File: src/rtl/fb_access_arbiter_if.sv
// fb_access_arbiter_if: request/response bundle between the framebuffer arbiter,
// its three requesters (VGA scan-out, CPU MMIO, graphics engine) and the RAM port.
//   slave  : arbiter view (requests and fb_rdata in; grants, read returns, fb_* out)
//   master : requester/RAM view (the mirror image)
interface fb_access_arbiter_if #(
    parameter int ADDR_W = 13,
    parameter int DATA_W = 8
);
    logic              vga_req;
    logic [ADDR_W-1:0] vga_addr;
    logic [DATA_W-1:0] vga_rdata;
    logic              vga_rvalid;
    logic              vga_miss;
    logic              cpu_req;
    logic              cpu_we;
    logic [ADDR_W-1:0] cpu_addr;
    logic [DATA_W-1:0] cpu_wdata;
    logic              cpu_gnt;
    logic [DATA_W-1:0] cpu_rdata;
    logic              cpu_rvalid;
    logic              gfx_req;
    logic              gfx_we;
    logic [ADDR_W-1:0] gfx_addr;
    logic [DATA_W-1:0] gfx_wdata;
    logic              gfx_gnt;
    logic [DATA_W-1:0] gfx_rdata;
    logic              gfx_rvalid;
    logic              fb_we;
    logic [ADDR_W-1:0] fb_addr;
    logic [DATA_W-1:0] fb_wdata;
    logic [DATA_W-1:0] fb_rdata;
    modport slave (
        input  vga_req, vga_addr, cpu_req, cpu_we, cpu_addr, cpu_wdata,
               gfx_req, gfx_we, gfx_addr, gfx_wdata, fb_rdata,
        output vga_rdata, vga_rvalid, vga_miss, cpu_gnt, cpu_rdata, cpu_rvalid,
               gfx_gnt, gfx_rdata, gfx_rvalid, fb_we, fb_addr, fb_wdata
    );
    modport master (
        output vga_req, vga_addr, cpu_req, cpu_we, cpu_addr, cpu_wdata,
               gfx_req, gfx_we, gfx_addr, gfx_wdata, fb_rdata,
        input  vga_rdata, vga_rvalid, vga_miss, cpu_gnt, cpu_rdata, cpu_rvalid,
               gfx_gnt, gfx_rdata, gfx_rvalid, fb_we, fb_addr, fb_wdata
    );
endinterface

File: src/rtl/fb_access_arbiter.sv
// fb_access_arbiter: single-port framebuffer RAM arbiter for VGA scan-out, CPU and GFX.
//   clk, rst : clock, asynchronous active-high reset
//   bus      : fb_access_arbiter_if.slave (requests, grants, read returns, RAM port)
//   FB_ARB_WAITSTAT_EN adds stat_clr_i, cpu_wait_total_o, gfx_wait_total_o
//   (16-bit saturating counts of cycles spent requesting without a grant).
// VGA has priority, CPU/GFX share round-robin, and a CPU/GFX request that has waited
// STARVE_MAX cycles preempts VGA (the VGA request is dropped and flagged on vga_miss).
module fb_access_arbiter #(
    parameter int ADDR_W     = 13,
    parameter int DATA_W     = 8,
    parameter int STARVE_MAX = 4
) (
    input  logic                clk,
    input  logic                rst,
`ifdef FB_ARB_WAITSTAT_EN
    input  logic                stat_clr_i,
    output logic [15:0]         cpu_wait_total_o,
    output logic [15:0]         gfx_wait_total_o,
`endif
    fb_access_arbiter_if.slave  bus
);
    localparam int WW = $clog2(STARVE_MAX + 1);
    localparam logic [WW-1:0] WMAX = WW'(STARVE_MAX);
    localparam logic [1:0] TAG_NONE = 2'd0;
    localparam logic [1:0] TAG_VGA  = 2'd1;
    localparam logic [1:0] TAG_CPU  = 2'd2;
    localparam logic [1:0] TAG_GFX  = 2'd3;
    localparam logic RR_CPU = 1'b0;
    localparam logic RR_GFX = 1'b1;
    logic              cpu_starve, gfx_starve, cpu_win, gfx_win, vga_win;
    logic [WW-1:0]     cpu_wait_q, cpu_wait_d, gfx_wait_q, gfx_wait_d;
    logic              rr_q, rr_d;
    logic [1:0]        tag_q, tag_d;
    logic [ADDR_W-1:0] addr_q, addr_d;
    logic [DATA_W-1:0] wdata_q, wdata_d;
    logic [DATA_W-1:0] vga_rdata_q, vga_rdata_d, cpu_rdata_q, cpu_rdata_d, gfx_rdata_q, gfx_rdata_d;
    always_comb begin
        cpu_starve      = bus.cpu_req && cpu_wait_q == WMAX;
        gfx_starve      = bus.gfx_req && gfx_wait_q == WMAX;
        // Grants are masked while rst is high so every output reads 0 during reset.
        cpu_win         = !rst && (cpu_starve || (!gfx_starve && !bus.vga_req && bus.cpu_req &&
                                                  (rr_q == RR_CPU || !bus.gfx_req)));
        gfx_win         = !rst && !cpu_starve && (gfx_starve || (!bus.vga_req && bus.gfx_req &&
                                                                 (rr_q == RR_GFX || !bus.cpu_req)));
        vga_win         = !rst && bus.vga_req && !cpu_starve && !gfx_starve;
        bus.vga_miss    = !rst && bus.vga_req && (cpu_starve || gfx_starve);
        bus.cpu_gnt     = cpu_win;
        bus.gfx_gnt     = gfx_win;
        addr_d          = cpu_win ? bus.cpu_addr : gfx_win ? bus.gfx_addr : vga_win ? bus.vga_addr : addr_q;
        wdata_d         = cpu_win ? bus.cpu_wdata : gfx_win ? bus.gfx_wdata : wdata_q;
        bus.fb_we       = (cpu_win && bus.cpu_we) || (gfx_win && bus.gfx_we);
        bus.fb_addr     = addr_d;
        bus.fb_wdata    = wdata_d;
        cpu_wait_d      = (!bus.cpu_req || cpu_win) ? '0 : cpu_wait_q == WMAX ? WMAX : cpu_wait_q + 1'b1;
        gfx_wait_d      = (!bus.gfx_req || gfx_win) ? '0 : gfx_wait_q == WMAX ? WMAX : gfx_wait_q + 1'b1;
        rr_d            = cpu_win ? RR_GFX : gfx_win ? RR_CPU : rr_q;
        // Remember who owns the read now on the RAM; its data appears next cycle.
        tag_d           = vga_win ? TAG_VGA : (cpu_win && !bus.cpu_we) ? TAG_CPU :
                          (gfx_win && !bus.gfx_we) ? TAG_GFX : TAG_NONE;
        bus.vga_rvalid  = tag_q == TAG_VGA;
        bus.cpu_rvalid  = tag_q == TAG_CPU;
        bus.gfx_rvalid  = tag_q == TAG_GFX;
        vga_rdata_d     = bus.vga_rvalid ? bus.fb_rdata : vga_rdata_q;
        cpu_rdata_d     = bus.cpu_rvalid ? bus.fb_rdata : cpu_rdata_q;
        gfx_rdata_d     = bus.gfx_rvalid ? bus.fb_rdata : gfx_rdata_q;
        bus.vga_rdata   = vga_rdata_d;
        bus.cpu_rdata   = cpu_rdata_d;
        bus.gfx_rdata   = gfx_rdata_d;
    end
    always_ff @(posedge clk or posedge rst) begin
        if (rst) begin
            cpu_wait_q  <= '0;
            gfx_wait_q  <= '0;
            rr_q        <= RR_CPU;
            tag_q       <= TAG_NONE;
            addr_q      <= '0;
            wdata_q     <= '0;
            vga_rdata_q <= '0;
            cpu_rdata_q <= '0;
            gfx_rdata_q <= '0;
        end else begin
            cpu_wait_q  <= cpu_wait_d;
            gfx_wait_q  <= gfx_wait_d;
            rr_q        <= rr_d;
            tag_q       <= tag_d;
            addr_q      <= addr_d;
            wdata_q     <= wdata_d;
            vga_rdata_q <= vga_rdata_d;
            cpu_rdata_q <= cpu_rdata_d;
            gfx_rdata_q <= gfx_rdata_d;
        end
    end
`ifdef FB_ARB_WAITSTAT_EN
    logic [15:0] cpu_tot_q, cpu_tot_d, gfx_tot_q, gfx_tot_d;
    always_comb begin
        cpu_tot_d = stat_clr_i ? '0 : (bus.cpu_req && !cpu_win && cpu_tot_q != 16'hFFFF) ? cpu_tot_q + 1'b1 : cpu_tot_q;
        gfx_tot_d = stat_clr_i ? '0 : (bus.gfx_req && !gfx_win && gfx_tot_q != 16'hFFFF) ? gfx_tot_q + 1'b1 : gfx_tot_q;
        cpu_wait_total_o = cpu_tot_q;
        gfx_wait_total_o = gfx_tot_q;
    end
    always_ff @(posedge clk or posedge rst) begin
        if (rst) begin
            cpu_tot_q <= '0;
            gfx_tot_q <= '0;
        end else begin
            cpu_tot_q <= cpu_tot_d;
            gfx_tot_q <= gfx_tot_d;
        end
    end
`endif
endmodule
File: src/flat_wrapper.sv
// flat-port wrapper written by rule: the top's interface ports become plain ports
module fb_access_arbiter_flat 
#(
    parameter int ADDR_W     = 13,
    parameter int DATA_W     = 8,
    parameter int STARVE_MAX = 4
)
  (clk, rst, bus_vga_req, bus_vga_addr, bus_cpu_req, bus_cpu_we, bus_cpu_addr, bus_cpu_wdata, bus_gfx_req, bus_gfx_we, bus_gfx_addr, bus_gfx_wdata, bus_fb_rdata, bus_vga_rdata, bus_vga_rvalid, bus_vga_miss, bus_cpu_gnt, bus_cpu_rdata, bus_cpu_rvalid, bus_gfx_gnt, bus_gfx_rdata, bus_gfx_rvalid, bus_fb_we, bus_fb_addr, bus_fb_wdata);
  fb_access_arbiter_if #(.ADDR_W(ADDR_W), .DATA_W(DATA_W)) bus_i ();
  input  logic clk;
  input  logic rst;
  input wire logic [$bits(bus_i.vga_req)-1:0] bus_vga_req;
  input wire logic [$bits(bus_i.vga_addr)-1:0] bus_vga_addr;
  input wire logic [$bits(bus_i.cpu_req)-1:0] bus_cpu_req;
  input wire logic [$bits(bus_i.cpu_we)-1:0] bus_cpu_we;
  input wire logic [$bits(bus_i.cpu_addr)-1:0] bus_cpu_addr;
  input wire logic [$bits(bus_i.cpu_wdata)-1:0] bus_cpu_wdata;
  input wire logic [$bits(bus_i.gfx_req)-1:0] bus_gfx_req;
  input wire logic [$bits(bus_i.gfx_we)-1:0] bus_gfx_we;
  input wire logic [$bits(bus_i.gfx_addr)-1:0] bus_gfx_addr;
  input wire logic [$bits(bus_i.gfx_wdata)-1:0] bus_gfx_wdata;
  input wire logic [$bits(bus_i.fb_rdata)-1:0] bus_fb_rdata;
  output wire logic [$bits(bus_i.vga_rdata)-1:0] bus_vga_rdata;
  output wire logic [$bits(bus_i.vga_rvalid)-1:0] bus_vga_rvalid;
  output wire logic [$bits(bus_i.vga_miss)-1:0] bus_vga_miss;
  output wire logic [$bits(bus_i.cpu_gnt)-1:0] bus_cpu_gnt;
  output wire logic [$bits(bus_i.cpu_rdata)-1:0] bus_cpu_rdata;
  output wire logic [$bits(bus_i.cpu_rvalid)-1:0] bus_cpu_rvalid;
  output wire logic [$bits(bus_i.gfx_gnt)-1:0] bus_gfx_gnt;
  output wire logic [$bits(bus_i.gfx_rdata)-1:0] bus_gfx_rdata;
  output wire logic [$bits(bus_i.gfx_rvalid)-1:0] bus_gfx_rvalid;
  output wire logic [$bits(bus_i.fb_we)-1:0] bus_fb_we;
  output wire logic [$bits(bus_i.fb_addr)-1:0] bus_fb_addr;
  output wire logic [$bits(bus_i.fb_wdata)-1:0] bus_fb_wdata;
  assign bus_i.vga_req = bus_vga_req;
  assign bus_i.vga_addr = bus_vga_addr;
  assign bus_i.cpu_req = bus_cpu_req;
  assign bus_i.cpu_we = bus_cpu_we;
  assign bus_i.cpu_addr = bus_cpu_addr;
  assign bus_i.cpu_wdata = bus_cpu_wdata;
  assign bus_i.gfx_req = bus_gfx_req;
  assign bus_i.gfx_we = bus_gfx_we;
  assign bus_i.gfx_addr = bus_gfx_addr;
  assign bus_i.gfx_wdata = bus_gfx_wdata;
  assign bus_i.fb_rdata = bus_fb_rdata;
  assign bus_vga_rdata = bus_i.vga_rdata;
  assign bus_vga_rvalid = bus_i.vga_rvalid;
  assign bus_vga_miss = bus_i.vga_miss;
  assign bus_cpu_gnt = bus_i.cpu_gnt;
  assign bus_cpu_rdata = bus_i.cpu_rdata;
  assign bus_cpu_rvalid = bus_i.cpu_rvalid;
  assign bus_gfx_gnt = bus_i.gfx_gnt;
  assign bus_gfx_rdata = bus_i.gfx_rdata;
  assign bus_gfx_rvalid = bus_i.gfx_rvalid;
  assign bus_fb_we = bus_i.fb_we;
  assign bus_fb_addr = bus_i.fb_addr;
  assign bus_fb_wdata = bus_i.fb_wdata;
  fb_access_arbiter #(.ADDR_W(ADDR_W), .DATA_W(DATA_W), .STARVE_MAX(STARVE_MAX)) u_core (.clk(clk), .rst(rst), .bus(bus_i));
endmodule
File: config.mk
export PLATFORM = sky130hd
export DESIGN_NAME = fb_access_arbiter_flat
export DESIGN_NICKNAME = d
export VERILOG_FILES = /design/src/rtl/fb_access_arbiter_if.sv /design/src/rtl/fb_access_arbiter.sv /design/src/flat_wrapper.sv
export SDC_FILE = /design/constraint.sdc
export NUM_CORES = 1
export LEC_CHECK = 0
export CAP_MARGIN = 20
export CORE_ASPECT_RATIO = 0.5
export CORE_MARGIN = 5
export CORE_UTILIZATION = 37
export DETAILED_ROUTE_END_ITERATION = 6
export MAX_ROUTING_LAYER = met4
export PLACE_DENSITY = 0.76
export SETUP_SLACK_MARGIN = 0.1
export SLEW_MARGIN = 10
export SYNTH_ARGS = -nofsm -noshare
export SYNTH_HDL_FRONTEND = slang
export SYNTH_SLANG_ARGS = --single-unit
File: constraint.sdc
create_clock -name clk -period 2.8 [get_ports clk]
set_input_delay 0.56 -clock clk [delete_from_list [all_inputs] [get_ports clk]]
set_output_delay 0.56 -clock clk [all_outputs]
set_load 0.02 [all_outputs]
After elaboration in Yosys (flattened, before gate mapping)
Cells that the tools add are included.

word-level totals
  register bits = 54
  output and inout bits = 52
  bits in read-only memories = 0
  input port bits = 70
  word-level logic and storage cells = 69
  memory bits (writable) = 0
  memories kept = 0
  latch bits = 0

cells by class
  multipliers = 0
  divide/modulo/power cells = 0
  bitwise gates (word level) = 1
  mux-type cells = 17
  reductions and logical operators = 35
  $add $sub $neg = 2
  shift-type cells = 0
  magnitude comparators = 0
  equality and inequality tests = 5

operator list
  kind                                                                   count
  8-bit two-way mux                                                      5
  13-bit two-way mux                                                     3
  1-bit logical AND                                                      18
  3-bit two-way mux                                                      4
  1-bit zero test                                                        8
  1-bit logical OR                                                       8
  3-bit by 1-bit adder with 3-bit output, second input constant          2
  3-bit equality test, second input constant                             2
  2-bit two-way mux                                                      3
  2-bit equality test, second input constant                             2
  2-bit by 1-bit equality test with 1-bit output, second input constant  1
  1-bit two-way mux                                                      2
  2-bit nonzero test                                                     1
  1-bit inverter                                                         1

Depth between registers and ports, before layout
Gate-level depths: netlist of run 1.

  depth after elaboration = 11
  gate-level depth with buffers = 8
  mapped depth without buffers = 7

Least setup slack after synthesis of run 1
Ideal clock, no wire load.

  kind = input-to-output
  start point = input port rst
  end point = output port bus_vga_miss
  data arrival time = 2,495 ps
  required time = 2,240 ps
  path slack = -255 ps
  path buffers = 2
  cell stages on the path = 4
  cells stage by stage = clkbuf_1 clkbuf_1 inv_1 o211a_1

between the ends
  longest elaborated chain between the ends = 3

RTL lines
  what                            line                     source
  start: declaration              flat_wrapper.sv:11       input logic rst;
  1-bit zero test                 fb_access_arbiter.sv:46  bus.vga_miss = !rst && bus.vga_req && (cpu_starve || gfx_starve);
  1-bit logical AND (2 in a row)  fb_access_arbiter.sv:46
  end: declaration                flat_wrapper.sv:25       output wire logic [$bits(bus_i.vga_miss)-1:0] bus_vga_miss;

No other way between the ends.

Final worst setup path of run 1
  start point = register u_core.gfx_wait_q[1]
  end point = output port bus_fb_addr[7]

between the ends
  longest elaborated chain between the ends = 9
  elaborated cells on any way between the ends = 14
  classes of those cells = eq/ne: 1; mux: 3; reduce/logical: 10

RTL lines
  what                            line                                              source
  start: declaration              fb_access_arbiter.sv:31                           logic [WW-1:0] cpu_wait_q, cpu_wait_d, gfx_wait_q, gfx_wait_d;
  start signal: assignment        fb_access_arbiter.sv:83                           gfx_wait_q <= gfx_wait_d;
  3-bit equality test *           fb_access_arbiter.sv:39                           gfx_starve = bus.gfx_req && gfx_wait_q == WMAX;
  1-bit logical AND *             fb_access_arbiter.sv:39
  1-bit zero test                 fb_access_arbiter.sv:41, fb_access_arbiter.sv:45
  1-bit logical AND (3 in a row)  fb_access_arbiter.sv:41                           cpu_win = !rst && (cpu_starve || (!gfx_starve && !bus.vga_req && bus.cpu_req &&
  1-bit logical OR                fb_access_arbiter.sv:41
  1-bit logical AND               fb_access_arbiter.sv:41
  13-bit two-way mux *            fb_access_arbiter.sv:49                           addr_d = cpu_win ? bus.cpu_addr : gfx_win ? bus.gfx_addr : vga_win ? bus.vga_addr : addr_q;
  end: declaration                flat_wrapper.sv:33                                output wire logic [$bits(bus_i.fb_addr)-1:0] bus_fb_addr;

Every way passes the cells marked *; elsewhere a longest branch is shown, timed or not.

==> results of run 1 <==
-- metal layers --
metal / global-route usage, % / vias up
li1: - / 1208
met1: 23.4 / 1306
met2: 33.0 / 112
met3: 3.73 / 27
met4: 8.29 / 0
met5: - / -
-- path summary, 6_finish.rpt --
check / cells past startpoint / startpoint / endpoint
max: 10 / u_core.gfx_wait_q[1]$_DFF_PP0_ / bus_fb_addr[7]
min: 1 / u_core.gfx_rdata_q[5]$_DFF_PP0_ / u_core.gfx_rdata_q[5]$_DFF_PP0_
max reg2reg: 11 / u_core.gfx_wait_q[1]$_DFF_PP0_ / u_core.addr_q[7]$_DFF_PP0_
min reg2reg: 1 / u_core.gfx_rdata_q[5]$_DFF_PP0_ / u_core.gfx_rdata_q[5]$_DFF_PP0_
max in group asynchronous: 4 / rst / u_core.vga_rdata_q[5]$_DFF_PP0_
min in group asynchronous: 4 / rst / u_core.cpu_wait_q[1]$_DFF_PP0_
-- state kept, by name, summed over array words and instances (netlist names) --
name                count
u_core.cpu_wait_q       3
u_core.cpu_rdata_q      8
u_core.addr_q          13
u_core.gfx_wait_q       3
u_core.tag_q            2
u_core.rr_q             1
u_core.gfx_rdata_q      8
u_core.wdata_q          8
u_core.vga_rdata_q      8
-- critical path: cells and delay by family, from the launching register on --
family / cells / cell delay [ns]
buffers and inverters: 5 / 0.73
AOI/OAI and AO/OA: 4 / 0.78
DFF: 1 / 0.35
adders and majority gates: 1 / 0.18
-- through the flow --
| step | area, sq um | std cells | setup WS (ns) |
|---|---|---|---|
| 2_1_floorplan | 2670 | 241 | 0.103 |
| 3_3_place_gp | 4160 | 469 | -0.670 |
| 3_5_place_dp | 4160 | 469 | -0.702 |
| 4_1_cts | 4370 | 486 | -0.0294 |
| 5_1_grt | 4590 | 491 | -0.189 |
| 6_report | 4590 | 491 | -0.0982 |
-- power breakdown --
group / switching (mW) / leakage [nW] / internal, mW
clock: 0.292 / 0.0844 / 0.427
combinational: 0.746 / 1.30 / 0.770
sequential: 0.0632 / 0.642 / 0.999
total: 1.10 / 2.02 / 2.20
-- cells in the final DEF, fill, tap and decap left out, drive strengths merged --
cell	Yosys	final
a211oi	2	2
a21o	2	2
a21oi	22	22
a22o	1	1
a22oi	26	26
a31oi	8	8
and3	3	3
and4	2	2
buf	6	69
bufinv	0	1
clkbuf	12	6
clkdlybuf4s15	0	1
clkdlybuf4s50	0	93
clkinv	0	1
clkinvlp	0	1
dfrtp	54	54
dlygate4sd2	0	3
ha	4	4
inv	9	9
mux2	24	24
mux2i	13	13
nand2	5	5
nand2b	1	1
nand3b	1	1
nor2	11	11
nor2b	3	3
nor3	1	1
o2111a	1	1
o211a	1	1
o21ai	24	24
o22ai	1	1
o2bb2ai	1	1
or2	1	1
or2b	1	1
or4b	1	2
-- final cells by class --
cell class / instances / share of cell area [%]
Inverter: 9 / 0.818
Tap cell: 92 / 2.51
Clock buffer: 5 / 2.73
Sequential cell: 54 / 29.4
Timing Repair Buffer: 167 / 34.2
Clock inverter: 3 / 1.04
Multi-Input combinational cell: 161 / 29.3
-- repair_timing --
action	CTS	global route
gates cloned	2	2
buffers inserted	7	3
pin swaps	20	20
endpoints found under the setup margin	25	24
resized for setup	127	51
-- logic make-up after synthesis --
family	synth area share, %
adders and majority gates	1.89
buffers and inverters	4.86
muxes	15.1
DFF	50.9
AOI/OAI and AO/OA	20.8
and+or+nand+nor	6.46
==> out/results.ini, run 1 <==
[global_routing]
grt_pass1_wl_um = 13800
overflow = 0
grt.total_usage_pct = 19.7
antenna_found_initial = 0
grt_pass1_vias = 2692
grt_max_degree = 55

[logic_synthesis]
synth_flop_cell = dfrtp_1
yosys_register_bits = 54
yosysWarningCount = 0
synth_most_common_cell = dfrtp_1
synth-async-reset-ratio_pct = 100
syn_nets = 315
syn_area_per_cell_sq_um = 11.0
yosys-top-cells-count = 54 x dfrtp_1, 26 x a22oi_1, 24 x mux2_2, 24 x o21ai_0, 22 x a21oi_1
netlist_instances = 241
synthesis.area_sq_um = 2650
synth_top_cells_by_area = dfrtp_1 51%, mux2_2 10%, a22oi_1 7.4%
synth_enable_flop_cells = 0
ys_types = 34
synth.largest_area_cell = dfrtp_1
seq_area_frac_synth_pct = 50.9
synth_top_area_share_pct = 50.9

[clock_network]
cts_made_buffers = 5
clk_pin_slew_worst_paths_ns = 0.07
clock-sinks = 54
clockBufferDepth = 2
ctsHoldBuffers = 0
cts_max_level = 2
ctsRootBufferMaster = clkbuf_16
clkLatencyLatePin_ns = 0.30
cts_tree = done

[layout]
seqCellArea_sq_um = 1350
diodes = 0
area_growth_syn_to_layout_pct = 73.0
multi_input_area_sq_um = 1340
drive_gt1_share_pct = 34.1
nFillCells = 525
post-route-util_pct = 67.2
num-nets-final = 472

[setup_path]
cp-start-kind = flop
crit_path_top_delay_cell = dfrtp_1
path_class = flop to output pin
crit_path_max_fanout = 24
cpPeakStageDelay_ns = 0.35
cp.arrival_ns = 2.34
end_kind = output pin
crit_required_ns = 2.24
cp_cell_sequence = inv_1 > ha_2 > buf_4 > a211oi_4 > o21ai_2 > inv_2 > buf_12 > a21oi_1 > a22oi_1 > buf_4
r2r_setup_slack_ns = 0.66
cpMostUsedCell = buf_4

[floorplan]
core_area_sq_um = 6830
die-area_sq_um = 9060
fp.dieW_um = 130
die_y_um = 69.9
ios = 122
rows = 21
start_util_pct = 38.8

[routing]
vias = 2653
drtIter0Drc = 154
routed_wl_um = 9320
wl_met3_um = 537
route.detailed.drc = 0
drtAntennaViolNets = 0
viasPerCell = 5.40
top_layer = met4
dr_wl_met2_um = 4710
drtPass1Iterations = 5
wl_per_cell_um = 19.0
drt-met1-wl_um = 3710

[power_and_ir_drop]
powerDensity_nw_per_um2 = 719
total_power_mw = 3.30
total_leakage_power_nw = 2.02
peakVddDrop_v = 0.000294

[timing]
tns_ns = -0.118
setup_violations = 2
worst_slew_pin_slew_ns = 0.686
slew_viol_final = 0
rsz0062_at_grt = true
holdWs_ns = 0.500
slew_headroom_pct = 54.3
period_share_pct = 104
hold_viol = 0
period_minus_slack_ns = 2.90
timing.fmax_ghz = 0.345
finClkSkew_ns = 0.00716
finalWorstSetupSlack_ns = -0.0982

[outcome]
status = finished, violations left
violations = setup timing

[placed_design]
gp_routability_congestion = 0.815
io_buffers = 121
dpl.hpwl_um = 6270

[job]
maxCapViolCount = 0

[worst_hold_path]
hp-class = flop to flop

No activity file was read; power rests on OpenSTA's default activity.
==> run 2: changes to the inputs <==
SLEW_MARGIN = 20   (was 10)
==> results of run 2 <==
Final layout, timing and power as in run 1 (identical DEF).
